===== src/rtl/instr_pkg.sv =====
// Shared definitions for the RV32I instruction encoder.
// Holds the operation selector, the major opcodes and funct3 values the
// encoder emits, and the encoder FSM state type.
package instr_pkg;

    // Operation class presented on the 'op' field of a bundle.
    typedef enum logic [1:0] {
        OP_LW     = 2'd0,
        OP_SW     = 2'd1,
        OP_ADDI   = 2'd2,
        OP_BRANCH = 2'd3
    } op_e;

    // RV32I major opcodes.
    localparam logic [6:0] OPC_LOAD   = 7'b0000011;
    localparam logic [6:0] OPC_STORE  = 7'b0100011;
    localparam logic [6:0] OPC_OPIMM  = 7'b0010011;
    localparam logic [6:0] OPC_BRANCH = 7'b1100011;

    // funct3 values forced for word loads/stores and addi.
    localparam logic [2:0] F3_WORD = 3'b010;
    localparam logic [2:0] F3_ADD  = 3'b000;

    // Encoder sequencing states.
    typedef enum logic [1:0] {
        S_IDLE = 2'd0,
        S_ENC  = 2'd1,
        S_WR   = 2'd2,
        S_ERR  = 2'd3
    } state_e;

endpackage


===== src/rtl/instr_pack.sv =====
// Combinational packer: turns an operation class, register indices and a
// signed immediate into one 32-bit RV32I instruction word, and reports
// whether the immediate is representable.
// Ports:
//   op       operation class (op_e encoding)
//   rd       destination register (LW, ADDI)
//   rs1      source / base register
//   rs2      second source (SW, BRANCH)
//   funct3   branch condition (BRANCH only)
//   imm      signed immediate: word offset, raw value or halfword offset
//   word     encoded instruction
//   in_range immediate fits the instruction format
module instr_pack
    import instr_pkg::*;
(
    input  logic [1:0]  op,
    input  logic [4:0]  rd,
    input  logic [4:0]  rs1,
    input  logic [4:0]  rs2,
    input  logic [2:0]  funct3,
    input  logic [31:0] imm,
    output logic [31:0] word,
    output logic        in_range
);

    logic [11:0] boff;
    logic [11:0] h;
    logic        fits12;
    logic        fits10;

    // Word offsets become byte offsets by shifting left two places; only
    // the low 12 bits are encoded, so imm must be a sign-extended 10-bit
    // value for the scaled offset to be exact.
    assign boff   = {imm[9:0], 2'b00};
    assign h      = imm[11:0];
    assign fits12 = (imm[31:11] == {21{imm[11]}});
    assign fits10 = (imm[31:9]  == {23{imm[9]}});

    always_comb begin
        word     = 32'd0;
        in_range = 1'b0;
        case (op_e'(op))
            OP_LW: begin
                word     = {boff, rs1, F3_WORD, rd, OPC_LOAD};
                in_range = fits10;
            end
            OP_SW: begin
                word     = {boff[11:5], rs2, rs1, F3_WORD, boff[4:0], OPC_STORE};
                in_range = fits10;
            end
            OP_ADDI: begin
                word     = {imm[11:0], rs1, F3_ADD, rd, OPC_OPIMM};
                in_range = fits12;
            end
            OP_BRANCH: begin
                // Halfword offset h is the byte offset's bits [12:1].
                word     = {h[11], h[9:4], rs2, rs1, funct3, h[3:0], h[10], OPC_BRANCH};
                in_range = fits12;
            end
            default: begin
                word     = 32'd0;
                in_range = 1'b0;
            end
        endcase
    end

endmodule


===== src/rtl/instr_encoder.sv =====
// Instruction-memory filler: accepts field bundles, encodes each into an
// RV32I word and writes it to the next sequential memory address.
// Bundles with unrepresentable immediates are dropped and counted.
// Ports:
//   clk, reset         clock and synchronous active-high reset
//   restart            rewind write pointer and clear err_count (IDLE only)
//   in_valid/in_ready  bundle handshake
//   op,rd,rs1,rs2,funct3,imm  field bundle
//   mem_we/mem_addr/mem_wdata instruction-memory write port
//   full               every memory word has been written
//   err, err_count     dropped-bundle pulse and saturating count
module instr_encoder
    import instr_pkg::*;
#(
    parameter int DEPTH = 64,
    parameter int AW    = 6
) (
    input  logic          clk,
    input  logic          reset,
    input  logic          restart,
    input  logic          in_valid,
    output logic          in_ready,
    input  logic [1:0]    op,
    input  logic [4:0]    rd,
    input  logic [4:0]    rs1,
    input  logic [4:0]    rs2,
    input  logic [2:0]    funct3,
    input  logic [31:0]   imm,
    output logic          mem_we,
    output logic [AW-1:0] mem_addr,
    output logic [31:0]   mem_wdata,
    output logic          full,
    output logic          err,
    output logic [7:0]    err_count
);

    localparam logic [AW:0] DEPTH_W = (AW + 1)'(DEPTH);

    state_e      state;
    logic [AW:0] ptr;
    logic [AW:0] ptr_inc;
    logic [1:0]  op_q;
    logic [4:0]  rd_q;
    logic [4:0]  rs1_q;
    logic [4:0]  rs2_q;
    logic [2:0]  funct3_q;
    logic [31:0] imm_q;
    logic [31:0] word_q;
    logic [31:0] word;
    logic        in_range;

    // The pointer is one bit wider than the address so it can hold DEPTH.
    assign ptr_inc = ptr + 1'b1;

    instr_pack u_pack (
        .op       (op_q),
        .rd       (rd_q),
        .rs1      (rs1_q),
        .rs2      (rs2_q),
        .funct3   (funct3_q),
        .imm      (imm_q),
        .word     (word),
        .in_range (in_range)
    );

    // Sequencer: IDLE accepts, ENC registers the encoding and range verdict,
    // WR or ERR schedules the one-cycle output pulse. Outputs are registered,
    // so the pulse appears in the cycle after the WR/ERR state, and a reset
    // landing during WR/ERR suppresses it.
    always_ff @(posedge clk) begin
        if (reset) begin
            state     <= S_IDLE;
            ptr       <= '0;
            full      <= 1'b0;
            in_ready  <= 1'b0;
            mem_we    <= 1'b0;
            mem_addr  <= '0;
            mem_wdata <= 32'd0;
            err       <= 1'b0;
            err_count <= 8'd0;
            word_q    <= 32'd0;
            op_q      <= 2'd0;
            rd_q      <= 5'd0;
            rs1_q     <= 5'd0;
            rs2_q     <= 5'd0;
            funct3_q  <= 3'd0;
            imm_q     <= 32'd0;
        end else begin
            mem_we <= 1'b0;
            err    <= 1'b0;
            case (state)
                S_IDLE: begin
                    if (restart) begin
                        ptr       <= '0;
                        full      <= 1'b0;
                        err_count <= 8'd0;
                        in_ready  <= 1'b1;
                    end else if (in_valid && in_ready) begin
                        op_q     <= op;
                        rd_q     <= rd;
                        rs1_q    <= rs1;
                        rs2_q    <= rs2;
                        funct3_q <= funct3;
                        imm_q    <= imm;
                        in_ready <= 1'b0;
                        state    <= S_ENC;
                    end else begin
                        in_ready <= !full;
                    end
                end
                S_ENC: begin
                    word_q <= word;
                    state  <= in_range ? S_WR : S_ERR;
                end
                S_WR: begin
                    mem_we    <= 1'b1;
                    mem_addr  <= ptr[AW-1:0];
                    mem_wdata <= word_q;
                    ptr       <= ptr_inc;
                    full      <= (ptr_inc == DEPTH_W);
                    in_ready  <= (ptr_inc != DEPTH_W);
                    state     <= S_IDLE;
                end
                S_ERR: begin
                    err <= 1'b1;
                    if (err_count != 8'hFF) begin
                        err_count <= err_count + 8'd1;
                    end
                    in_ready <= !full;
                    state    <= S_IDLE;
                end
                default: begin
                    state <= S_IDLE;
                end
            endcase
        end
    end

endmodule


===== config.mk =====
export PLATFORM = sky130hd
export DESIGN_NAME = instr_encoder
export DESIGN_NICKNAME = d
export VERILOG_FILES = /design/src/rtl/instr_pkg.sv /design/src/rtl/instr_pack.sv /design/src/rtl/instr_encoder.sv
export SDC_FILE = /design/constraint.sdc
export NUM_CORES = 1
export LEC_CHECK = 0
export BUFFER_PORTS_ARGS = -buffer_cell sky130_fd_sc_hd__buf_2
export CAP_MARGIN = 20
export CORE_MARGIN = 5
export CORE_UTILIZATION = 49
export DETAILED_ROUTE_END_ITERATION = 6
export HOLD_SLACK_MARGIN = 0.1
export PLACE_DENSITY = 0.8
export SETUP_SLACK_MARGIN = 0.3
export SLEW_MARGIN = 20
export SYNTH_ARGS = -nofsm -noshare
export SYNTH_HDL_FRONTEND = slang
export SYNTH_SLANG_ARGS = --single-unit

===== constraint.sdc =====
create_clock -name clk -period 1.44 [get_ports clk]
set_input_delay 0.072 -clock clk [delete_from_list [all_inputs] [get_ports clk]]
set_output_delay 0.072 -clock clk [all_outputs]
set_load 0.01 [all_outputs]

# Word level (Yosys, flattened, before mapping)
# Index checks and enable logic that the tools add are counted.
# op_classes
addsub	2
eq_ne	15
muxes	18
bitwise_logic	1
n_reduce_logical	14
# ops
op	n
32-bit one-hot mux with 4 select lines	1
22-bit == test	1
20-bit == test	1
8-bit 2-to-1 mux	2
8-bit one-hot mux with 2 select lines	1
7-bit one-hot mux with 2 select lines	1
8-bit by 1-bit adder with 8-bit output, second input constant	1
2-bit == test, second input constant	4
2-bit inequality test, second input constant	4
8-bit inequality test, second input constant	1
7-bit by 1-bit adder with 7-bit output, second input constant	1
7-bit == test, second input constant	1
7-bit 2-to-1 mux	1
7-bit inequality test, second input constant	1
1-bit 2-to-1 mux	6
2-bit one-hot mux with 3 select lines	1
3-bit AND reduction	2
2-bit OR reduction	3
2-bit by 1-bit == test with 1-bit output, second input constant	2
2-bit zero test	2
2-bit 2-to-1 mux	2
1-bit one-hot mux with 2 select lines	2
2-bit AND reduction	2
2-bit nonzero test	2
other kinds (5)	5
# totals
register_bits	143
output_inout_bits	50
wordCells	66

# Longest topological paths before layout
# logic_depth
ltp_word	5
depth_mapped	6

# Cells and area by module
# From an unflattened synthesis, not the netlist that was laid out.
# hier_totals
hier_cells	753
area_unflattened_um2	5846.9
# modules_own_cells
mod	instances	cells_each	area_each_um2
instr_encoder	1	658	5275.1
instr_pack	1	95	571.8

# Worst setup path before layout
# OpenSTA, ideal clock, no wires.
# synth_timing
path_kind	reg2reg
start	reg in_ready
end	reg imm_q[10]
setup_time_ns	0.132
t_arrival_ns	1.351
t_required_ns	1.308
path_slack_ns	-0.042
stages_incl_launch_ff	7
period_less_slack_ns	1.482
cell_sequence	dfxtp_1 -> nand2_1 -> or4_1 -> clkbuf_1 -> buf_2 -> nand2_1 -> a21oi_2
# synth_via
elab_chain_len	2
# synth_lines
element	line	text
start, declared	instr_encoder.sv:22	output logic in_ready,
start signal, assigned	instr_encoder.sv:108	in_ready <= !full;
start signal, assigned	instr_encoder.sv:121	in_ready <= (ptr_inc != DEPTH_W);
start signal, assigned	instr_encoder.sv:129	in_ready <= !full;
1-bit logical AND	instr_encoder.sv:98	end else if (in_valid && in_ready) begin
3-bit AND reduction (no line)	-	
end signal, assigned	instr_encoder.sv:104	imm_q <= imm;
end, declared	instr_encoder.sv:47	logic [31:0] imm_q;
# No other way between the ends.
# A chain may end at the register's enable or synchronous reset.

# Final worst setup path
# layout_timing
start	reg state[0]
end	reg rs2_q[3]
# layout_via
elab_chain_len	2
# layout_lines
element	line	text
start, declared	instr_encoder.sv:39	state_e state;
start signal, assigned	instr_encoder.sv:113	state <= in_range ? S_WR : S_ERR;
2-bit zero test	instr_encoder.sv:91	case (state)
3-bit AND reduction (no line)	-	
end signal, assigned	instr_encoder.sv:102	rs2_q <= rs2;
end, declared	instr_encoder.sv:45	logic [4:0] rs2_q;
# No other way between the ends.

==> summary.txt <==
Final Hold Vio Count: 0
Hold Crit Endpoint: state[0]
Worst Reg-to-Reg Cells: 6
hold path start: in_valid
Mean Syn Cell Area: 7.943 um^2
crit path max-delay cell type: dfxtp_4
fmax: 607.5 MHz
EDFF count, synth: 0
die area: 0.01347 mm^2
vias: 6,965
die height: 116.1 um
final core occ: 86.54%
# clock sinks: 137
power per cell area: 986.2 mW/mm^2
FF/Latch Area: 0.002800 mm^2
Startpoint Class: register
post-synthesis sequential area ratio: 49.75%
Antenna Nets Post-Route: 0
worst path arrival time: 1.97 ns
IO Pins: 106
Final Max Slew Viols: 0
DR DRC count: 4
nets@finish: 979
max cap viols: 0
Yosys warning total: 0
GRT Overall Usage: 30.13%
global route overflow: 0
skew final: 0.009965 ns
Starting Density: 50.41%
# port buffers: 103
RSZ-0062 raised after global routing: yes
Detailed Place HPWL: 9544 um
failing checks: DRC, setup timing
Final period util: 114.3%
core area: 0.01094 mm^2
Final GP Congestion: 0.8695
dpl ws: -0.02301 ns
Cells on Worst Hold Path: 5
Worst-path clk slew: 0.06 ns
Syn Std Cell Area: 0.005513 mm^2
# fillers: 442
worst vdd ir: 0.0008542 V
CTS tree: yes
crit path cell chain: buf_6, nor4_4, buf_4, buf_12, nand2_1, a21oi_1
WL/cell: 25.02 um
HP Class: in2reg
initial antenna violation count: 0
# rows: 38
Final setup viols: 104
clk_lat worst skew: 0.42 ns
vias per cell: 6.485
Worst Max-Slew Pin Slew: 0.5061 ns
share of layout cells above drive strength 1: 46.47%
multi-input logic area: 0.003468 mm^2
pin count of the biggest net entering global routing: 91
#FFs+latches synth: 137
Ant. Diodes: 0
reg-to-reg critical path endpoint: rs2_q[3]
Die Wd: 116.1 um
first-pass iteration count of the detailed router: 7
DRT Wirelength: 26,870 um
vias in the first global route: 6,211
Netlist cell types: 49
worst reg2reg setup slack: -0.21 ns
Post-synth ARST share: 0%
Crit path largest cell delay: 0.35 ns
Leak: 4.011 nW
minimum clock period: 1.646 ns
Worst slew margin: 66.26%
first-pass GRT wire length: 31,630 um
H-tree lvl count: 4
final worst slack: -0.2060 ns
CTS Buf Count: 17
critical path type: reg2reg
post-synthesis cell count: 694
worst path required time: 1.76 ns
status: complete, but fails checks
critical-path maximum fanout: 13
Most used DFF post-synth: dfxtp_1
Area growth syn-to-layout: 71.68%
clock root cell: clkbuf_16
DRT iter0 DRCs: 1,069
maximum root-to-sink buffer count: 2
crit end category: register
Crit Reg-Reg Startpoint: state[0]
-- sequential cells by signal (all words and copies together), names as in the netlist, 3 cells and up --
signal,cells
mem_wdata,29
err_count,8
rd_q,5
funct3_q,3
ptr,7
mem_addr,6
rs2_q,5
rs1_q,5
word_q,29
imm_q,32
-- final cells by class --
cell class	count	area share (%)
Inverter	3	0.1190
Timing Repair Buffer	260	25.87
Sequential cell	137	29.59
Clock inverter	9	0.9783
Tap cell	140	1.851
Clock buffer	23	4.944
Multi-Input combinational cell	502	36.65
-- kinds of logic after synthesis --
logic type / count (synthesis) / share of synthesized area [%]
buffers and inverters: 56 / 5.334
muxes: 14 / 2.587
and+or+nand+nor: 315 / 24.17
adders and majority gates: 2 / 0.4539
DFF: 137 / 49.75
AOI/OAI and AO/OA: 169 / 17.64
other: 1 / 0.06802
-- per-layer routing --
layer,share of wire [%],wire [um],track usage [%]
met3,10,2701,6.789
met4,10,2683,12.30
met5,0,0,0
met2,47,12610,54.43
met1,33,8874,34.21
-- cells in the mapped netlist, types with 2 or more instances --
cell       number  area (um^2)
nand2_1       220        825.8
dfxtp_1       137         2743
a21oi_1       117        585.6
nor2_1         42        157.7
clkbuf_1       22        82.58
buf_2          16        80.08
o21ai_0        13        65.06
mux2i_1        12        120.1
a211oi_1        8        60.06
nand3_1         8        40.04
nand4_1         7        43.79
nor4_1          7        43.79
buf_6           6        67.56
nor3_1          6        30.03
a22oi_1         5        37.54
buf_4           5        37.54
nor2b_1         5        31.28
buf_1           4        15.01
and3_1          3        18.77
inv_1           3        11.26
o2111ai_1       3        26.28
o211ai_1        3        22.52
a2111o_1        2        22.52
a2111oi_0       2        17.52
a21oi_2         2        17.52
a221o_1         2        20.02
a311oi_1        2        17.52
and2_1          2        12.51
ha_1            2        25.02
mux2_2          2        22.52
nor3b_1         2        15.01
o21a_1          2        15.01
o21ba_2         2        20.02
o21bai_1        2        15.01
or2b_1          2        15.01
or3_1           2        12.51
or4_1           2        15.01
-- worst max path at each step --
stage	startpoint	endpoint	depth (start not counted)	slack, ns
floorplan	in_ready	imm_q[2]	6	0.08
global placement	state[1]	op_q[1]	4	0.05
detailed placement	state[1]	mem_wdata[10]	6	-0.02
CTS	state[1]	imm_q[2]	4	0.02
global route	state[0]	imm_q[6]	6	-0.21
finish	state[0]	rs2_q[3]	6	-0.21
-- placed cells by master, fill, tap and decap left out, drive strengths merged, types with 4 or more instances in the layout --
| cell type | netlist | layout |
|---|---|---|
| dlygate4sd3 | 0 | 54 |
| nand3 | 9 | 9 |
| nor2 | 42 | 42 |
| inv | 3 | 4 |
| o21ai | 14 | 14 |
| nor2b | 5 | 5 |
| nand4 | 7 | 7 |
| a211oi | 8 | 8 |
| buf | 31 | 202 |
| nand2 | 220 | 220 |
| mux2i | 12 | 12 |
| clkbuf | 22 | 27 |
| dfxtp | 137 | 137 |
| a22oi | 5 | 5 |
| clkinvlp | 0 | 4 |
| a21oi | 119 | 119 |
| nor3 | 6 | 6 |
| nor4 | 8 | 8 |
-- what timing repair did --
action / CTS / global route
resized for setup: 81 / 203
hold buffers: 52 / 2
cloned: 15 / 4
pin swaps: 33 / 86
endpoints found under the setup margin: 130 / 134
setup buffers: 38 / 15
endpoints found under the hold margin: 59 / 6
-- critical path, delay by kind of cell, from the launching register on --
family,cells,cell delay (ns)
AOI/OAI and AO/OA,1,0.23
buffers and inverters,3,0.53
DFF,1,0.35
and+or+nand+nor,2,0.44
-- stage by stage --
| stage | TNS (ns) | cell area, um^2 | hold slack [ns] | total power, mW | cells |
|---|---|---|---|---|---|
| global placement | 0 | 6381 | 0.3135 | 4.542 | 916 |
| CTS | 0 | 8416 | -0.08036 | 8.859 | 1053 |
| global route | -11.60 | 9464 | 0.2024 | 9.517 | 1074 |
| detailed placement | -0.1020 | 6381 | 0.3175 | 4.563 | 916 |
| floorplan | 0 | 5769 | 0.1557 | 4.382 | 695 |
| finish | -9.303 | 9464 | 0.1974 | 9.333 | 1074 |
-- power by group --
group          switching [mW]  internal (mW)  total, mW
clock network            1.75           2.48       4.22
logic                   0.594          0.565       1.16
registers               0.103           3.85       3.95
Note: power is estimated with default switching activity, not from simulation.
